## config.mk

```make
export PLATFORM = sky130hd
export DESIGN_NAME = i2c_apb_bridge_v2
export DESIGN_NICKNAME = d
export VERILOG_FILES = /design/src/rtl/i2c_apb_bridge_v2.sv
export SDC_FILE = /design/constraint.sdc
export NUM_CORES = 1
export LEC_CHECK = 0
export ABC_CLOCK_PERIOD_IN_PS = 2800
export BUFFER_PORTS_ARGS = -buffer_cell sky130_fd_sc_hd__buf_2
export CORE_MARGIN = 5
export CORE_UTILIZATION = 54
export DETAILED_ROUTE_END_ITERATION = 8
export PLACE_DENSITY = 0.79
export SLEW_MARGIN = 20
export SYNTH_ARGS = -nofsm -noshare
export SYNTH_HDL_FRONTEND = slang
export SYNTH_SLANG_ARGS = --single-unit
```

## constraint.sdc

```tcl
create_clock -name PCLK -period 2.8 [get_ports PCLK]
set_clock_uncertainty 0.15 [all_clocks]
set_input_delay 0 -clock PCLK [delete_from_list [all_inputs] [get_ports PCLK]]
set_output_delay 0 -clock PCLK [all_outputs]
set_load 0.02 [all_outputs]
```

## src/rtl/i2c_apb_bridge_v2.sv

```systemverilog
// i2c_apb_bridge_v2: APB-programmed I2C byte sequencer.
// Buffers bytes in TX/RX FIFOs and feeds an external byte engine.

module i2c_apb_bridge_v2_fifo #(
  parameter int DEPTH = 8,
  parameter int W = 8,
  parameter int CW = $clog2(DEPTH) + 1
) (
  input  logic         PCLK,
  input  logic         PRESETn,
  input  logic         push,
  input  logic [W-1:0] din,
  input  logic         pop,
  output logic [W-1:0] dout,
  output logic [CW-1:0] cnt,
  output logic         full,
  output logic         empty
);
  localparam int AW = $clog2(DEPTH);

  logic [W-1:0]  mem [DEPTH];
  logic [AW-1:0] wp;
  logic [AW-1:0] rp;
  logic          push_ok;
  logic          pop_ok;

  assign full    = cnt == CW'(DEPTH);
  assign empty   = cnt == '0;
  assign push_ok = push && !full;
  assign pop_ok  = pop && !empty;
  assign dout    = mem[rp];

  // pointer and level bookkeeping
  always_ff @(posedge PCLK or negedge PRESETn) begin
    if (!PRESETn) begin
      wp  <= '0;
      rp  <= '0;
      cnt <= '0;
    end else begin
      if (push_ok) wp <= wp + AW'(1);
      if (pop_ok)  rp <= rp + AW'(1);
      case ({push_ok, pop_ok})
        2'b10:   cnt <= cnt + CW'(1);
        2'b01:   cnt <= cnt - CW'(1);
        default: cnt <= cnt;
      endcase
    end
  end

  // storage, no reset needed
  always_ff @(posedge PCLK) begin
    if (push_ok) mem[wp] <= din;
  end
endmodule

module i2c_apb_bridge_v2 #(
  parameter int FIFO_DEPTH = 8,
  parameter int PRESC_W = 16,
  parameter int PRESC_RST = 249
) (
  input  logic        PCLK,
  input  logic        PRESETn,
  input  logic        PSEL,
  input  logic        PENABLE,
  input  logic        PWRITE,
  input  logic [4:0]  PADDR,
  input  logic [31:0] PWDATA,
  output logic [31:0] PRDATA,
  output logic        PREADY,
  output logic        PSLVERR,
  output logic        scl_tick,
  output logic        cmd_valid,
  output logic        cmd_start,
  output logic        cmd_stop,
  output logic        cmd_rw,
  output logic [7:0]  cmd_byte,
  input  logic        cmd_ready,
  input  logic        rsp_valid,
  input  logic        rsp_nack,
  input  logic [7:0]  rsp_byte,
  output logic        irq
);
  localparam int LW = $clog2(FIFO_DEPTH) + 1;
  localparam logic [31:0] DEPTH32 = FIFO_DEPTH;

  localparam logic [4:0] R_CTRL   = 5'h00;
  localparam logic [4:0] R_ADDR   = 5'h04;
  localparam logic [4:0] R_LEN    = 5'h08;
  localparam logic [4:0] R_PRESC  = 5'h0C;
  localparam logic [4:0] R_TX     = 5'h10;
  localparam logic [4:0] R_RX     = 5'h14;
  localparam logic [4:0] R_STATUS = 5'h18;

  typedef enum logic [2:0] {
    IDLE, ADDR, DATA, WAIT, STOP, DONE
  } state_t;

  state_t state, state_n;

  logic               en, rep, irq_en;
  logic [7:0]         addr_r;
  logic [LW-1:0]      len_r;
  logic [PRESC_W-1:0] presc_r;
  logic [PRESC_W-1:0] pcnt;
  logic               done_f, nack_f, ferr_f;

  logic [LW-1:0] rem, rem_n;
  logic          in_addr, in_addr_n;
  logic          stop_acc, stop_acc_n;

  logic          acc, wr, rd, busy;
  logic          cfg_err, go, abort;
  logic          wr_ctrl, wr_stat;
  logic          tx_push, tx_pop, tx_full, tx_empty;
  logic          rx_push, rx_pop, rx_full, rx_empty;
  logic          tx_ovf, rx_udf, rx_drop;
  logic          set_nack, set_done;
  logic [7:0]    tx_dout, rx_dout;
  logic [LW-1:0] tx_cnt, rx_cnt;
  logic          rd_xfer, last;
  logic [31:0]   status, rdata;

  assign acc     = PSEL && PENABLE;
  assign wr      = acc && PWRITE;
  assign rd      = acc && !PWRITE;
  assign busy    = state != IDLE;
  assign wr_ctrl = wr && PADDR == R_CTRL;
  assign wr_stat = wr && PADDR == R_STATUS;

  assign cfg_err = wr && ((busy && (PADDR == R_ADDR ||
                                    PADDR == R_LEN ||
                                    PADDR == R_PRESC)) ||
                          (PADDR == R_LEN && PWDATA > DEPTH32));

  assign go      = wr_ctrl && PWDATA[1] && PWDATA[0];
  assign abort   = wr_ctrl && !PWDATA[0];

  assign tx_push = wr && PADDR == R_TX && !tx_full;
  assign tx_ovf  = wr && PADDR == R_TX && tx_full;
  assign rx_pop  = rd && PADDR == R_RX && !rx_empty;
  assign rx_udf  = rd && PADDR == R_RX && rx_empty;

  assign rd_xfer = addr_r[0];
  assign last    = rem == LW'(1);

  assign PREADY  = 1'b1;
  assign PSLVERR = cfg_err;
  assign irq     = irq_en && (done_f || nack_f || ferr_f);
  assign scl_tick = en && (pcnt >= presc_r);

  i2c_apb_bridge_v2_fifo #(
    .DEPTH (FIFO_DEPTH),
    .W     (8),
    .CW    (LW)
  ) u_tx (
    .PCLK    (PCLK),
    .PRESETn (PRESETn),
    .push    (tx_push),
    .din     (PWDATA[7:0]),
    .pop     (tx_pop),
    .dout    (tx_dout),
    .cnt     (tx_cnt),
    .full    (tx_full),
    .empty   (tx_empty)
  );

  i2c_apb_bridge_v2_fifo #(
    .DEPTH (FIFO_DEPTH),
    .W     (8),
    .CW    (LW)
  ) u_rx (
    .PCLK    (PCLK),
    .PRESETn (PRESETn),
    .push    (rx_push),
    .din     (rsp_byte),
    .pop     (rx_pop),
    .dout    (rx_dout),
    .cnt     (rx_cnt),
    .full    (rx_full),
    .empty   (rx_empty)
  );

  // configuration registers; rejected writes leave them untouched
  always_ff @(posedge PCLK or negedge PRESETn) begin
    if (!PRESETn) begin
      en      <= 1'b0;
      rep     <= 1'b0;
      irq_en  <= 1'b0;
      addr_r  <= '0;
      len_r   <= '0;
      presc_r <= PRESC_W'(PRESC_RST);
    end else begin
      if (wr_ctrl) begin
        en     <= PWDATA[0];
        rep    <= PWDATA[2];
        irq_en <= PWDATA[3];
      end
      if (!cfg_err && wr && PADDR == R_ADDR)  addr_r  <= PWDATA[7:0];
      if (!cfg_err && wr && PADDR == R_LEN)   len_r   <= PWDATA[LW-1:0];
      if (!cfg_err && wr && PADDR == R_PRESC) presc_r <= PWDATA[PRESC_W-1:0];
    end
  end

  // tick prescaler, held at zero while disabled
  always_ff @(posedge PCLK or negedge PRESETn) begin
    if (!PRESETn)              pcnt <= '0;
    else if (!en)              pcnt <= '0;
    else if (pcnt >= presc_r)  pcnt <= '0;
    else                       pcnt <= pcnt + PRESC_W'(1);
  end

  // sticky status flags; a set event wins over a W1C clear
  always_ff @(posedge PCLK or negedge PRESETn) begin
    if (!PRESETn) begin
      done_f <= 1'b0;
      nack_f <= 1'b0;
      ferr_f <= 1'b0;
    end else begin
      done_f <= (done_f && !(wr_stat && PWDATA[1])) || set_done;
      nack_f <= (nack_f && !(wr_stat && PWDATA[2])) || set_nack;
      ferr_f <= (ferr_f && !(wr_stat && PWDATA[3])) ||
                tx_ovf || rx_udf || rx_drop;
    end
  end

  // sequencer state and per-transfer counters
  always_ff @(posedge PCLK or negedge PRESETn) begin
    if (!PRESETn) begin
      state    <= IDLE;
      rem      <= '0;
      in_addr  <= 1'b0;
      stop_acc <= 1'b0;
    end else begin
      state    <= state_n;
      rem      <= rem_n;
      in_addr  <= in_addr_n;
      stop_acc <= stop_acc_n;
    end
  end

  // sequencer next state and command outputs
  always_comb begin
    state_n    = state;
    rem_n      = rem;
    in_addr_n  = in_addr;
    stop_acc_n = stop_acc;
    cmd_valid  = 1'b0;
    cmd_start  = 1'b0;
    cmd_stop   = 1'b0;
    cmd_rw     = 1'b0;
    cmd_byte   = 8'h00;
    tx_pop     = 1'b0;
    rx_push    = 1'b0;
    rx_drop    = 1'b0;
    set_nack   = 1'b0;
    set_done   = 1'b0;
    unique case (state)
      IDLE: begin
        if (go) begin
          state_n   = ADDR;
          rem_n     = len_r + LW'(1);
          in_addr_n = 1'b1;
        end
      end
      ADDR: begin
        cmd_valid = 1'b1;
        cmd_start = 1'b1;
        cmd_byte  = addr_r;
        cmd_stop  = last && !rep;
        if (cmd_ready) state_n = WAIT;
      end
      DATA: begin
        cmd_rw   = rd_xfer;
        cmd_stop = last && !rep;
        if (rd_xfer) begin
          cmd_valid = 1'b1;
        end else begin
          cmd_valid = !tx_empty;
          cmd_byte  = tx_dout;
        end
        if (cmd_valid && cmd_ready) begin
          state_n   = WAIT;
          in_addr_n = 1'b0;
          tx_pop    = !rd_xfer;
        end
      end
      WAIT: begin
        if (rsp_valid) begin
          if (rsp_nack && (in_addr || !rd_xfer)) begin
            set_nack = 1'b1;
            state_n  = STOP;
          end else begin
            if (!in_addr && rd_xfer) begin
              rx_push = !rx_full;
              rx_drop = rx_full;
            end
            rem_n   = rem - LW'(1);
            state_n = (rem_n == '0) ? DONE : DATA;
          end
        end
      end
      STOP: begin
        if (!stop_acc) begin
          cmd_valid = 1'b1;
          cmd_stop  = 1'b1;
          if (cmd_ready) stop_acc_n = 1'b1;
        end else if (rsp_valid) begin
          stop_acc_n = 1'b0;
          state_n    = DONE;
        end
      end
      DONE: begin
        set_done = !abort;
        state_n  = IDLE;
      end
      default: state_n = IDLE;
    endcase
    if (abort) begin
      state_n    = IDLE;
      stop_acc_n = 1'b0;
    end
  end

  assign status = {8'h00, 8'(rx_cnt), 8'(tx_cnt),
                   rx_empty, rx_full, tx_empty, tx_full,
                   ferr_f, nack_f, done_f, busy};

  // register read mux; RXDATA shows the head being popped
  always_comb begin
    rdata = '0;
    case (PADDR)
      R_CTRL:   rdata = {28'h0, irq_en, rep, 1'b0, en};
      R_ADDR:   rdata = {24'h0, addr_r};
      R_LEN:    rdata = 32'(len_r);
      R_PRESC:  rdata = 32'(presc_r);
      R_RX:     rdata = rx_empty ? 32'h0 : {24'h0, rx_dout};
      R_STATUS: rdata = status;
      default:  rdata = '0;
    endcase
  end

  assign PRDATA = (rd && PRESETn) ? rdata : 32'h0;
endmodule

```

After elaboration in Yosys (flattened, before gate mapping)
Memory sizes are Yosys's and may differ from the RTL's.
Index checks and enable logic that the tools add are counted.

storage, ports and cells
  register bits = 79
  bits in writable memories = 128
  memories = 2
  output and inout bits = 48

memories
  name      words  width  rd ports  clocked after memory_dff  wr ports  RTL line  text
  u_rx.mem  8      8      1         0                         1         21        logic [W-1:0] mem [DEPTH];
  u_tx.mem  8      8      1         0                         1         21

cells by class
  equality and inequality tests = 28
  $add $sub $neg = 11
  mux-type cells = 56
  reduce and logical (&&, ||, !) cells = 78
  magnitude comparators = 2

operators by type and width
  kind                   count
  $pmux 20 s6            1
  $logic_and 1x1->1      38
  $gt 32x4->1 const B    1
  $mux 16                2
  $mux 32                1
  $mux 1                 30
  $mux 3                 9
  $pmux 4 s2             3
  $ne 3x3->1 const B     6
  $add 16x1->16 const B  1
  $ge 16x16->1           1
  $mux 8                 2
  $pmux 8 s2             1
  $eq 5x5->1 const B     3
  $pmux 3 s5             1
  $logic_not 1->1        14
  $add 3x1->3 const B    4
  $add 4x1->4 const B    3
  $logic_not 4->1        3
  $mux 4                 3
  $sub 4x1->4 const B    3
  $logic_or 1x1->1       11
  $eq 5x4->1 const B     2
  $reduce_bool 2->1      5
  18 further kinds       27

Depth between registers and ports, before layout
Gate-level depths: netlist of run 1.

  word-level depth = 10
  depth in mapped cells = 14
  depth with buffers taken out = 11

By module
From an unflattened synthesis of run 1, not the netlist that was laid out.

unflattened totals
  cells, all modules = 784
  area total of the unflattened synthesis = 10,329.9 um^2

modules (own cells, without submodules)
  module                         times used  area each (um^2)  seq. area each (um^2)  cells an instance
  i2c_apb_bridge_v2              1           4,071.4           1,483.9                464
  i2c_apb_bridge_v2_fifo (u_tx)  1           3,134.3           2,172.1                160
  i2c_apb_bridge_v2_fifo (u_rx)  1           3,124.2           2,172.1                160

Least setup slack after synthesis of run 1
No wires, ideal clock.

  kind = reg-to-reg
  from = register state[2]
  to = register u_rx.cnt[2]
  period minus slack after synthesis = 2.844 ns
  stages on the path, launching flop included = 15
  arrival = 2.569 ns
  setup slack = -0.044 ns
  path through = dfrtp_1 -> buf_2 -> and3b_1 -> buf_2 -> nand2_1 -> nor3b_2 -> inv_1 -> ha_1 -> clkbuf_1 -> xor2_1 -> ha_1 -> a21oi_1 -> xor2_1 -> nor2_1 -> xor2_1

between the ends
  longest elaborated chain between the ends = 5
  elaborated cells between the ends (all ways) = 7
  classes of those cells = 3 x eq/ne; 2 x mux; 2 x reduce/logical

ends and longest elaborated chain
  item                                             RTL line  text
  start: declaration                               98        state_t state, state_n;
  start signal: assignment                         234       state <= state_n;
  $eq 3x2->1 *                                     257       unique case (state)
  $mux 1 *                                         257
  $logic_and 1x1->1 *                              29        assign push_ok = push && !full;
  $eq 2x1->1 or $eq 2x2->1 (tied branches)         42        case ({push_ok, pop_ok})
  $pmux 4 s2 or $reduce_bool 2->1 (tied branches)  --
  end signal: assignment                           43        2'b10: cnt <= cnt + CW'(1);
  end signal: assignment                           44        2'b01: cnt <= cnt - CW'(1);
  end signal: assignment                           45        default: cnt <= cnt;
  end: declaration                                 15        output logic [CW-1:0] cnt,

Every way passes the cells marked *; elsewhere a longest branch is shown, timed or not.
A chain may end at the register's enable or synchronous reset.

Final worst setup path of run 1
  from = register presc_r[5]
  to = output scl_tick

between the ends
  longest elaborated chain between the ends = 2

ends and longest elaborated chain
  item                      RTL line  text
  start: declaration        103       logic [PRESC_W-1:0] presc_r;
  start signal: assignment  191       presc_r <= PRESC_W'(PRESC_RST);
  start signal: assignment  200       if (!cfg_err && wr && PADDR == R_PRESC) presc_r <= PWDATA[PRESC_W-1:0];
  $ge 16x16->1              149       assign scl_tick = en && (pcnt >= presc_r);
  $logic_and 1x1->1         149
  end: declaration          71        output logic scl_tick,

No other way between the ends.

==> results of run 1 <==
-- metrics by stage --
| stage | hold WS [ps] | total power, W |
|---|---|---|
| floorplan | -446 | 0.00497 |
| global placement | -207 | 0.00548 |
| detailed placement | -204 | 0.00554 |
| CTS | 8.30 | 0.00841 |
| global route | 52.1 | 0.00881 |
| finish | 19.5 | 0.00838 |
-- flip-flops by register name, indices dropped and copies added (netlist names), 3 cells and up --
name      cells
u_rx.mem     64
u_tx.mem     64
pcnt         16
presc_r      16
addr_r        8
len_r         4
rem           4
u_rx.cnt      4
u_tx.cnt      4
state         3
u_rx.rp       3
u_rx.wp       3
u_tx.rp       3
u_tx.wp       3
-- cells by family (layout without fill, tap and decap cells) --
| logic type | Yosys count | in the layout | share of synthesized area (%) |
|---|---|---|---|
| and+or+nand+nor | 214 | 214 | 11.1 |
| DFF | 207 | 207 | 58.0 |
| AOI/OAI and AO/OA | 94 | 94 | 6.29 |
| muxes | 91 | 91 | 14.0 |
| buffers and inverters | 72 | 238 | 3.41 |
| xor gates and xnor gates | 35 | 35 | 3.05 |
| adders and majority gates | 32 | 32 | 4.06 |
| other | 2 | 13 | 0.0747 |
-- layout make-up --
| type | instances | area share [%] |
|---|---|---|
| inverter | 30 | 0.935 |
| clock buffer | 26 | 4.87 |
| sequential | 207 | 48.4 |
| timing repair buffer | 168 | 9.60 |
| tap | 229 | 2.38 |
| clock inverter | 14 | 0.924 |
| multi-input combinational | 479 | 32.9 |
-- final timing paths --
check,depth (start not counted),slack [ps],startpoint,to
max,7,130,presc_r[5],scl_tick
min,5,20,PADDR[0],ferr_f
max reg2reg,10,180,u_rx.cnt[0],u_rx.cnt[2]
min reg2reg,1,360,u_rx.cnt[3],u_rx.cnt[3]
max in group asynchronous,4,1310,PRESETn,u_rx.rp[1]
min in group asynchronous,4,460,PRESETn,presc_r[12]
-- power by group through the flow --
stage	Sequential, W	Clock [W]	Combinational (W)
finish	0.00367	0.00277	0.00194
global route	0.00371	0.00297	0.00214
CTS	0.00366	0.00282	0.00193
detailed placement	0.00372	0	0.00182
global placement	0.00371	0	0.00177
floorplan	0.00358	0	0.00139
-- placed cells by master, fill, tap and decap left out, drive strengths merged, types with 13 or more instances in the layout --
cell type	synthesis	layout
nor2	35	35
buf	25	129
conb	2	13
mux4	32	32
nor3	35	35
a21oi	20	20
edfxtp	128	128
xor2	19	19
ha	31	31
dfrtp	73	73
xnor2	16	16
mux2	47	47
dlygate4sd3	0	39
nand2	53	53
inv	30	30
o21ai	26	26
nor4	13	13
clkbuf	17	26
nand3	19	19
-- what timing repair did --
action | in CTS | in global routing
buffers inserted | 0 | 2
gates resized for setup | 4 | 7
hold endpoints to repair | 250 | 0
pin swaps | 1 | 1
endpoints found under the setup margin | 1 | 10
gates cloned | 0 | 0
hold buffers | 40 | 0
-- layer usage --
metal	vias up	share of wire [%]	global-route usage (%)
met4	0	3.5	7.57
li1	3123	-	-
met1	3340	39	27.6
met2	260	50	38.4
met5	-	0	0
met3	52	7.4	4.31
-- worst reg2reg max path, delay by kind of cell (launching register included) --
kind                     cells  cell delay (ps)
AND/OR/NAND/NOR              4              940
XOR/XNOR                     3              470
adder cells (fa/ha/maj)      2              410
AO/OA/AOI/OAI                1              140
flip-flops                   1              380
==> results_dict.tcl, run 1 <==
set metrics [dict create \
    seq_total_area_yosys_pct 58.0 \
    timing_worst_slew_pin_value_ps 759 \
    synthTopCellsByCount "sky130_fd_sc_hd__edfxtp_1, sky130_fd_sc_hd__dfrtp_1, sky130_fd_sc_hd__nand2_1" \
    crit_path_end_kind "output pin" \
    final_hold_viol_count 0 \
    totalWireLength_um 23400 \
    total_switching_power_w 0.00247 \
    internal-power_w 0.00591 \
    drv_slew 0 \
    syn_area_per_cell_um2 13.5 \
    totalNegativeSetupSlack_ps 0 \
    final.period_utilization_pct 95.4 \
    initial_utilization_pct 55.4 \
    critPathSlowestCell "sky130_fd_sc_hd__dfstp_2" \
    rows 49 \
    filler_cell_count 1267 \
    boundaryPins 101 \
    layout-area-overhead-vs-synth_pct 19.9 \
    grt_total_usage_pct 22.0 \
    overflow 0 \
    share_of_cells_above_drive_strength_1_pct 29.0 \
    nets 993 \
    power_density_mw_per_mm2 696 \
    finalNonFillerCells 1153 \
    post-route-util_pct 66.4 \
    drcViolationCount 0 \
    total_leakage_power_nw 4.83 \
    die_x_um 146 \
    first_global_vias 7022 \
    firstDrtPassIters 6 \
    timing.critical_path.max_delay_family "compound AO/OA/AOI/OAI gates" \
    cts-buffers-inserted 22 \
    placement.cell_area_mm2 0.0109 \
    final_area_mm2 0.0120 \
    slew_headroom_pct 49.4 \
    synth_flop_cell "sky130_fd_sc_hd__edfxtp_1" \
    tritoncts "built" \
    outcome "complete, no violations" \
    buffer_ports.inserted 87 \
    clock_tree.htree_level_count 1 \
    yosysWarnings 0 \
    placedCellCount 1071 \
    netlist_instances 747 \
    share_comb_of_total_power_pct 23.1 \
    drt_iter0_drc 501 \
    yosysMostFrequentCell "sky130_fd_sc_hd__edfxtp_1" \
    globalplace.congestion 0.919 \
    worstPathRequired_ps 2650 \
    pre_cts_ws_ps 57.8 \
    drt-wirelength-per-cell_um 20.3 \
    drv.max_cap_violation_count 0 \
    vias 6775 \
    clk_latency_ps 500 \
    worst_ep_arrival_time_ps 2520 \
    synth_edf_count 128 \
    grt_setup_unrepaired "true" \
    detail-route-antenna-nets 0 \
    achievable-frequency_ghz 0.375 \
    clock_sink_count 207 \
    num_antenna_cells 0 \
    period_minus_slack_ps 2670 \
    critPathMaxFanout 8 \
    clockPowerShare_pct 33.1 \
    setup.worst_path.start_class "register" \
    vdd_ir_drop_max_v 0.000527 \
    grt_antenna_before_repair 0 \
    timing.critical_path.buf_inv 2 \
    cts.root.buffer_cell "sky130_fd_sc_hd__clkbuf_16" \
    core_region_area_mm2 0.0181 \
    synth_top_cells_by_area "sky130_fd_sc_hd__edfxtp_1, sky130_fd_sc_hd__dfrtp_1, sky130_fd_sc_hd__mux4_2, sky130_fd_sc_hd__mux2_2, sky130_fd_sc_hd__ha_1" \
    clock_path_buffers 3 \
    clock_transition_at_the_registers_of_the_reported_paths_ps 70 \
    mappedNetlistArea_mm2 0.0100 \
    synth_register_bits 207 \
    critPathKind "reg -> out" \
    floorplan.die_area_mm2 0.0214 \
    hpwl_after_detailed_placement_um 15900 \
    worstHoldPathType "in -> reg" \
    timing.final.ws_setup_ps 130 \
    timing.final.setup_violations 0 \
    yosys.cell_types.count 70 \
    slowest_delay_ps 540 \
    post_dr_vias_cell 5.88 \
    yosysTopAreaCellShare_pct 38.3 \
    synth-async-reset-ratio_pct 38.2 \
    power.share.sequential_pct 43.8 \
    multi_input_comb_area_mm2 0.00396 \
    grt_max_degree 53 \
    cell_taking_the_most_area_after_synthesis "sky130_fd_sc_hd__edfxtp_1" \
    die-height_um 146 \
    timing.critical_path.cells "inv_1 -> ha_1 -> a211oi_1 -> o21ai_0 -> a211o_4 -> and2_1 -> buf_2" \
    power_switching_share_pct 29.5 \
    grt_pass1_wl_um 37700 \
    sequential_cell_area_mm2 0.00583 \
]
Note: power is estimated with default switching activity, not from simulation.
==> run 2: changes to the inputs <==
--- a/config.mk
+++ b/config.mk
@@ -7,10 +7,11 @@
 export LEC_CHECK = 0
 export ABC_CLOCK_PERIOD_IN_PS = 2800
 export BUFFER_PORTS_ARGS = -buffer_cell sky130_fd_sc_hd__buf_2
-export CORE_MARGIN = 5
 export CORE_UTILIZATION = 54
 export DETAILED_ROUTE_END_ITERATION = 8
 export PLACE_DENSITY = 0.79
+export REMOVE_ABC_BUFFERS = 1
+export SKIP_LAST_GASP = 1
 export SLEW_MARGIN = 20
 export SYNTH_ARGS = -nofsm -noshare
 export SYNTH_HDL_FRONTEND = slang
==> results_dict.tcl, run 2 (synthesis results as in run 1) <==
set metrics [dict create \
    grt_max_degree 58 \
    worstPathRequired_ps 2650 \
    power_density_mw_per_mm2 709 \
    timing.final.setup_violations 0 \
    drv.max_cap_violation_count 0 \
    slew_headroom_pct 42.0 \
    commonest_cells_after_routing_fill_and_taps_aside "sky130_fd_sc_hd__edfxtp_1, sky130_fd_sc_hd__buf_2, sky130_fd_sc_hd__dfrtp_1" \
    die-height_um 138 \
    layout-area-overhead-vs-synth_pct 20.4 \
    worstHoldPathType "in -> reg" \
    critPathMaxFanout 8 \
    hpwl_after_detailed_placement_um 15700 \
    vias 6753 \
    nets 996 \
    timing_worst_slew_pin_value_ps 867 \
    share_of_cells_above_drive_strength_1_pct 28.3 \
    grt_antenna_before_repair 0 \
    filler_cell_count 1250 \
    grt_setup_unrepaired "true" \
    timing.critical_path.cells "buf_4 -> buf_4 -> mux4_2 -> mux2_2 -> nand2_1 -> a31oi_1 -> buf_2" \
    achievable-frequency_ghz 0.371 \
    die_x_um 138 \
    totalWireLength_um 22900 \
    hold_slack_ps 120 \
    drv_slew 0 \
    boundaryPins 101 \
    clk_latency_ps 520 \
    biggest_regs "u_rx.mem (64), u_tx.mem (64)" \
    sequential_cell_area_mm2 0.00583 \
    outcome "finished with violations" \
    layout_commonest_cell "sky130_fd_sc_hd__edfxtp_1" \
    overall_power_of_the_completed_layout_w 0.00857 \
    grt_pass1_wl_um 36700 \
    clock_tree.htree_level_count 1 \
    final.period_utilization_pct 96.3 \
    initial_utilization_pct 55.6 \
    cp_common_cell "sky130_fd_sc_hd__buf_4" \
    grt_total_usage_pct 24.8 \
    firstDrtPassIters 9 \
    overflow 0 \
    critPathKind "reg -> out" \
    num_antenna_cells 0 \
    vdd_ir_drop_max_v 0.000572 \
    tritoncts "built" \
    core_region_area_mm2 0.0181 \
    buffer_ports.inserted 87 \
    detail-route-antenna-nets 0 \
    timing.final.ws_setup_ps 103 \
    drcViolationCount 26 \
    period_minus_slack_ps 2700 \
    cts-buffers-inserted 22 \
    globalplace.congestion 0.892 \
    drt-wirelength-per-cell_um 19.8 \
    timing.critical_path.max_delay_family "multiplexers" \
    multi_input_comb_area_mm2 0.00393 \
    clock_sink_count 207 \
    rows 49 \
    final_hold_viol_count 0 \
    slowest_delay_ps 520 \
    failed_checks "design-rule violations" \
    floorplan.die_area_mm2 0.0192 \
    drt_iter0_drc 514 \
    clock_path_buffers 3 \
    post-route-util_pct 66.9 \
    critPathSlowestCell "sky130_fd_sc_hd__dfrtp_2" \
    cts.root.buffer_cell "sky130_fd_sc_hd__clkbuf_16" \
    first_global_vias 6930 \
    setup.worst_path.start_class "register" \
    pre_cts_ws_ps 85.8 \
    clock_transition_at_the_registers_of_the_reported_paths_ps 60 \
    total_leakage_power_nw 4.87 \
    crit_path_end_kind "output pin" \
    post_dr_vias_cell 5.84 \
    timing.critical_path.buf_inv 3 \
    worst_ep_arrival_time_ps 2550 \
]
[run 2: cell count changes in the layout (fill, tap and decap cells not counted), sizes merged]
cell	delta
clkinv	-5
clkinvlp	-2
buf	-1
dlygate4sd3	+4
clkbuf	+5
bufinv	+2
[run 2: power by group]
group / switching, W / leakage (nW) / internal, W / total (W)
clock network: 0.00115 / 0.369 / 0.00183 / 0.00299
registers: 0.000272 / 2.18 / 0.00341 / 0.00368
logic: 0.000999 / 2.32 / 0.000903 / 0.00190
[run 2: timing repair]
| item | 4_1_cts | 5_1_grt |
|---|---|---|
| hold endpoints to repair | 252 | 0 |
| setup buffers | 0 | 0 |
| cloned | 0 | 0 |
| endpoints found under the setup margin | 3 | 3 |
| hold buffers | 43 | 0 |
| resized for setup | 1 | 5 |
| pin swaps | 0 | 1 |
[run 2: path summary, 6_finish.rpt]
check                      slack (ps)     endpoint  cells past startpoint   startpoint
setup / recovery                  100    PRDATA[1]                      7   u_rx.rp[0]
hold / removal                    120  presc_r[15]                      3   PWDATA[15]
setup reg to reg                  190  u_rx.cnt[2]                     12  u_rx.cnt[0]
hold reg to reg                   380      pcnt[0]                      1      pcnt[0]
max in group asynchronous         770      pcnt[7]                      4      PRESETn
min in group asynchronous         420   presc_r[7]                      3      PRESETn
[run 2: through the flow]
stage          cell area, µm²  setup TNS, ps  std cells
6_report                12100              0       1156
3_5_place_dp            10900              0       1073
2_1_floorplan            9860          -1460        716
4_1_cts                 12100              0       1156
5_1_grt                 12100          -11.1       1156
3_3_place_gp            10900              0       1073
[run 2: final cells by class]
class	count	share of cell area [%]
clock buffer	31	5.16
clock inverter	9	1.10
inverter	30	0.931
multi-input combinational	479	32.5
sequential	207	48.2
tap	229	2.37
timing repair buffer	171	9.72
[run 2: worst min-delay path, cell delays in order]
cell and delay (ps):
sky130_fd_sc_hd__dlygate4sd3_1 520, sky130_fd_sc_hd__buf_2 110, sky130_fd_sc_hd__mux2_4 130
[run 2: layer usage]
layer | track usage, % | up-vias | wire (µm)
met5 | 0 | - | 0
met4 | 10.7 | 0 | 924
met3 | 3.95 | 65 | 1160
met2 | 43.7 | 224 | 11600
met1 | 30.5 | 3343 | 9230
li1 | - | 3121 | -
==> run 3: changes to the inputs <==
--- a/config.mk
+++ b/config.mk
@@ -10,7 +10,6 @@
 export CORE_UTILIZATION = 54
 export DETAILED_ROUTE_END_ITERATION = 8
 export PLACE_DENSITY = 0.79
-export REMOVE_ABC_BUFFERS = 1
 export SKIP_LAST_GASP = 1
 export SLEW_MARGIN = 20
 export SYNTH_ARGS = -nofsm -noshare
==> results_dict.tcl, run 3 (synthesis results as in run 1) <==
set metrics [dict create \
    outcome "finished with violations" \
    failed_checks "design-rule violations" \
    buffer_ports.inserted 87 \
    timing.final.ws_setup_ps 100 \
    worstHoldPathType "in -> async" \
    clk_latency_ps 520 \
    drt-wirelength-per-cell_um 19.7 \
    cp_common_cell "sky130_fd_sc_hd__ha_1" \
    power_density_mw_per_mm2 710 \
    layout_commonest_cell "sky130_fd_sc_hd__edfxtp_1" \
    cts-buffers-inserted 22 \
    drv_slew 0 \
    timing_worst_slew_pin_value_ps 772 \
    slew_headroom_pct 48.6 \
    drcViolationCount 30 \
    drv.max_cap_violation_count 0 \
    worst_ep_arrival_time_ps 2950 \
    timing.critical_path.buf_inv 0 \
    rows 49 \
    worstPathRequired_ps 3050 \
    post-route-util_pct 67.0 \
    clock_path_buffers 3 \
    layout-area-overhead-vs-synth_pct 20.7 \
    final_hold_viol_count 0 \
    period_minus_slack_ps 2700 \
    critPathSlowestCell "sky130_fd_sc_hd__dfrtp_1" \
    num_antenna_cells 0 \
    total_leakage_power_nw 4.89 \
    post_dr_vias_cell 5.87 \
    boundaryPins 101 \
    clock_tree.htree_level_count 1 \
    cts.root.buffer_cell "sky130_fd_sc_hd__clkbuf_16" \
    drt_iter0_drc 468 \
    pre_cts_ws_ps 114 \
    totalWireLength_um 22800 \
    nets 997 \
    tritoncts "built" \
    grt_max_degree 45 \
    crit_path_end_kind "register" \
    die_x_um 138 \
    setup.worst_path.start_class "register" \
    initial_utilization_pct 55.6 \
    globalplace.congestion 0.897 \
    firstDrtPassIters 7 \
    die-height_um 138 \
    detail-route-antenna-nets 0 \
    floorplan.die_area_mm2 0.0192 \
    final.period_utilization_pct 96.4 \
    totalNegativeSetupSlack_ps 0 \
    overflow 0 \
    grt_antenna_before_repair 0 \
    commonest_cells_after_routing_fill_and_taps_aside "sky130_fd_sc_hd__edfxtp_1, sky130_fd_sc_hd__buf_2, sky130_fd_sc_hd__dfrtp_1" \
    share_of_cells_above_drive_strength_1_pct 29.0 \
    filler_cell_count 1245 \
    timing.critical_path.cells "nor2b_1 -> nand2_1 -> nor3_1 -> ha_1 -> ha_1 -> a21o_1 -> a21oi_1 -> xnor2_1 -> nor2_1 -> xor2_1" \
    timing.critical_path.max_delay_family "simple AND/OR/NAND/NOR gates" \
    vdd_ir_drop_max_v 0.000760 \
    critPathKind "reg -> reg" \
    core_region_area_mm2 0.0181 \
    first_global_vias 6915 \
    vias 6791 \
    clock_sink_count 207 \
    slowest_delay_ps 480 \
    grt_total_usage_pct 24.2 \
    critPathMaxFanout 10 \
    biggest_regs "u_rx.mem (64), u_tx.mem (64)" \
    hpwl_after_detailed_placement_um 15700 \
    achievable-frequency_ghz 0.370 \
    timing.final.setup_violations 0 \
    grt_pass1_wl_um 36000 \
    clock_transition_at_the_registers_of_the_reported_paths_ps 60 \
]
[run 3: cell count changes in the layout (fill, tap and decap cells not counted), sizes merged]
cell | before | now
buf | 128 | 131
dlygate4sd3 | 43 | 41
[run 3: metal layers]
metal | global-route usage, % | vias up | routed length [µm]
li1 | - | 3128 | -
met1 | 30.1 | 3403 | 9400
met2 | 43.3 | 211 | 11600
met3 | 3.71 | 49 | 1170
met4 | 7.63 | 0 | 661
met5 | 0 | - | 0
[run 3: power breakdown]
part	switching, W	internal, W
clock network	0.00116	0.00184
registers	0.000294	0.00341
logic	0.00101	0.000904
[run 3: path summary, 6_finish.rpt]
path / to / depth (start not counted) / startpoint / slack [ps]
min in group PCLK: len_r[1] / 6 / PWDATA[21] / 130
max reg2reg: u_tx.cnt[3] / 10 / state[1] / 100
min: presc_r[12] / 3 / PRESETn / 8
max in group asynchronous: u_rx.rp[0] / 4 / PRESETn / 1470
max: u_tx.cnt[3] / 10 / state[1] / 100
min reg2reg: u_rx.cnt[3] / 1 / u_rx.cnt[3] / 360
[run 3: tightest hold or removal path: stages]
cell	delay (ps)
sky130_fd_sc_hd__dlygate4sd3_1	540
sky130_fd_sc_hd__buf_4	150
sky130_fd_sc_hd__buf_4	410
[run 3: timing repair]
item                       CTS  global route
buffers inserted             0             4
hold buffers                41             0
setup endpoints to repair    5             3
resized for setup            2             8
pin swaps                    0             1
hold endpoints to repair   213             0
[run 3: cell type report]
class / count / area [µm²] / share of cell area, %
well taps: 229 / 287 / 2.36
clock inverters: 9 / 134 / 1.10
flip-flops and latches: 207 / 5830 / 48.1
clock buffers: 31 / 624 / 5.15
repair buffers: 172 / 1180 / 9.72
multi-input cells: 479 / 3960 / 32.7
inverters: 30 / 113 / 0.929
[run 3: stage by stage]
| step | instances | cell area (µm²) | hold slack [ps] | total power (W) |
|---|---|---|---|---|
| after floorplan | 758 | 10100 | -446 | 0.00497 |
| after global placement | 1072 | 10900 | -20.3 | 0.00549 |
| after detailed placement | 1072 | 10900 | -18.8 | 0.00554 |
| after CTS | 1153 | 12100 | 1.75 | 0.00863 |
| after global routing | 1157 | 12100 | 46.6 | 0.00898 |
| final | 1157 | 12100 | 7.86 | 0.00861 |
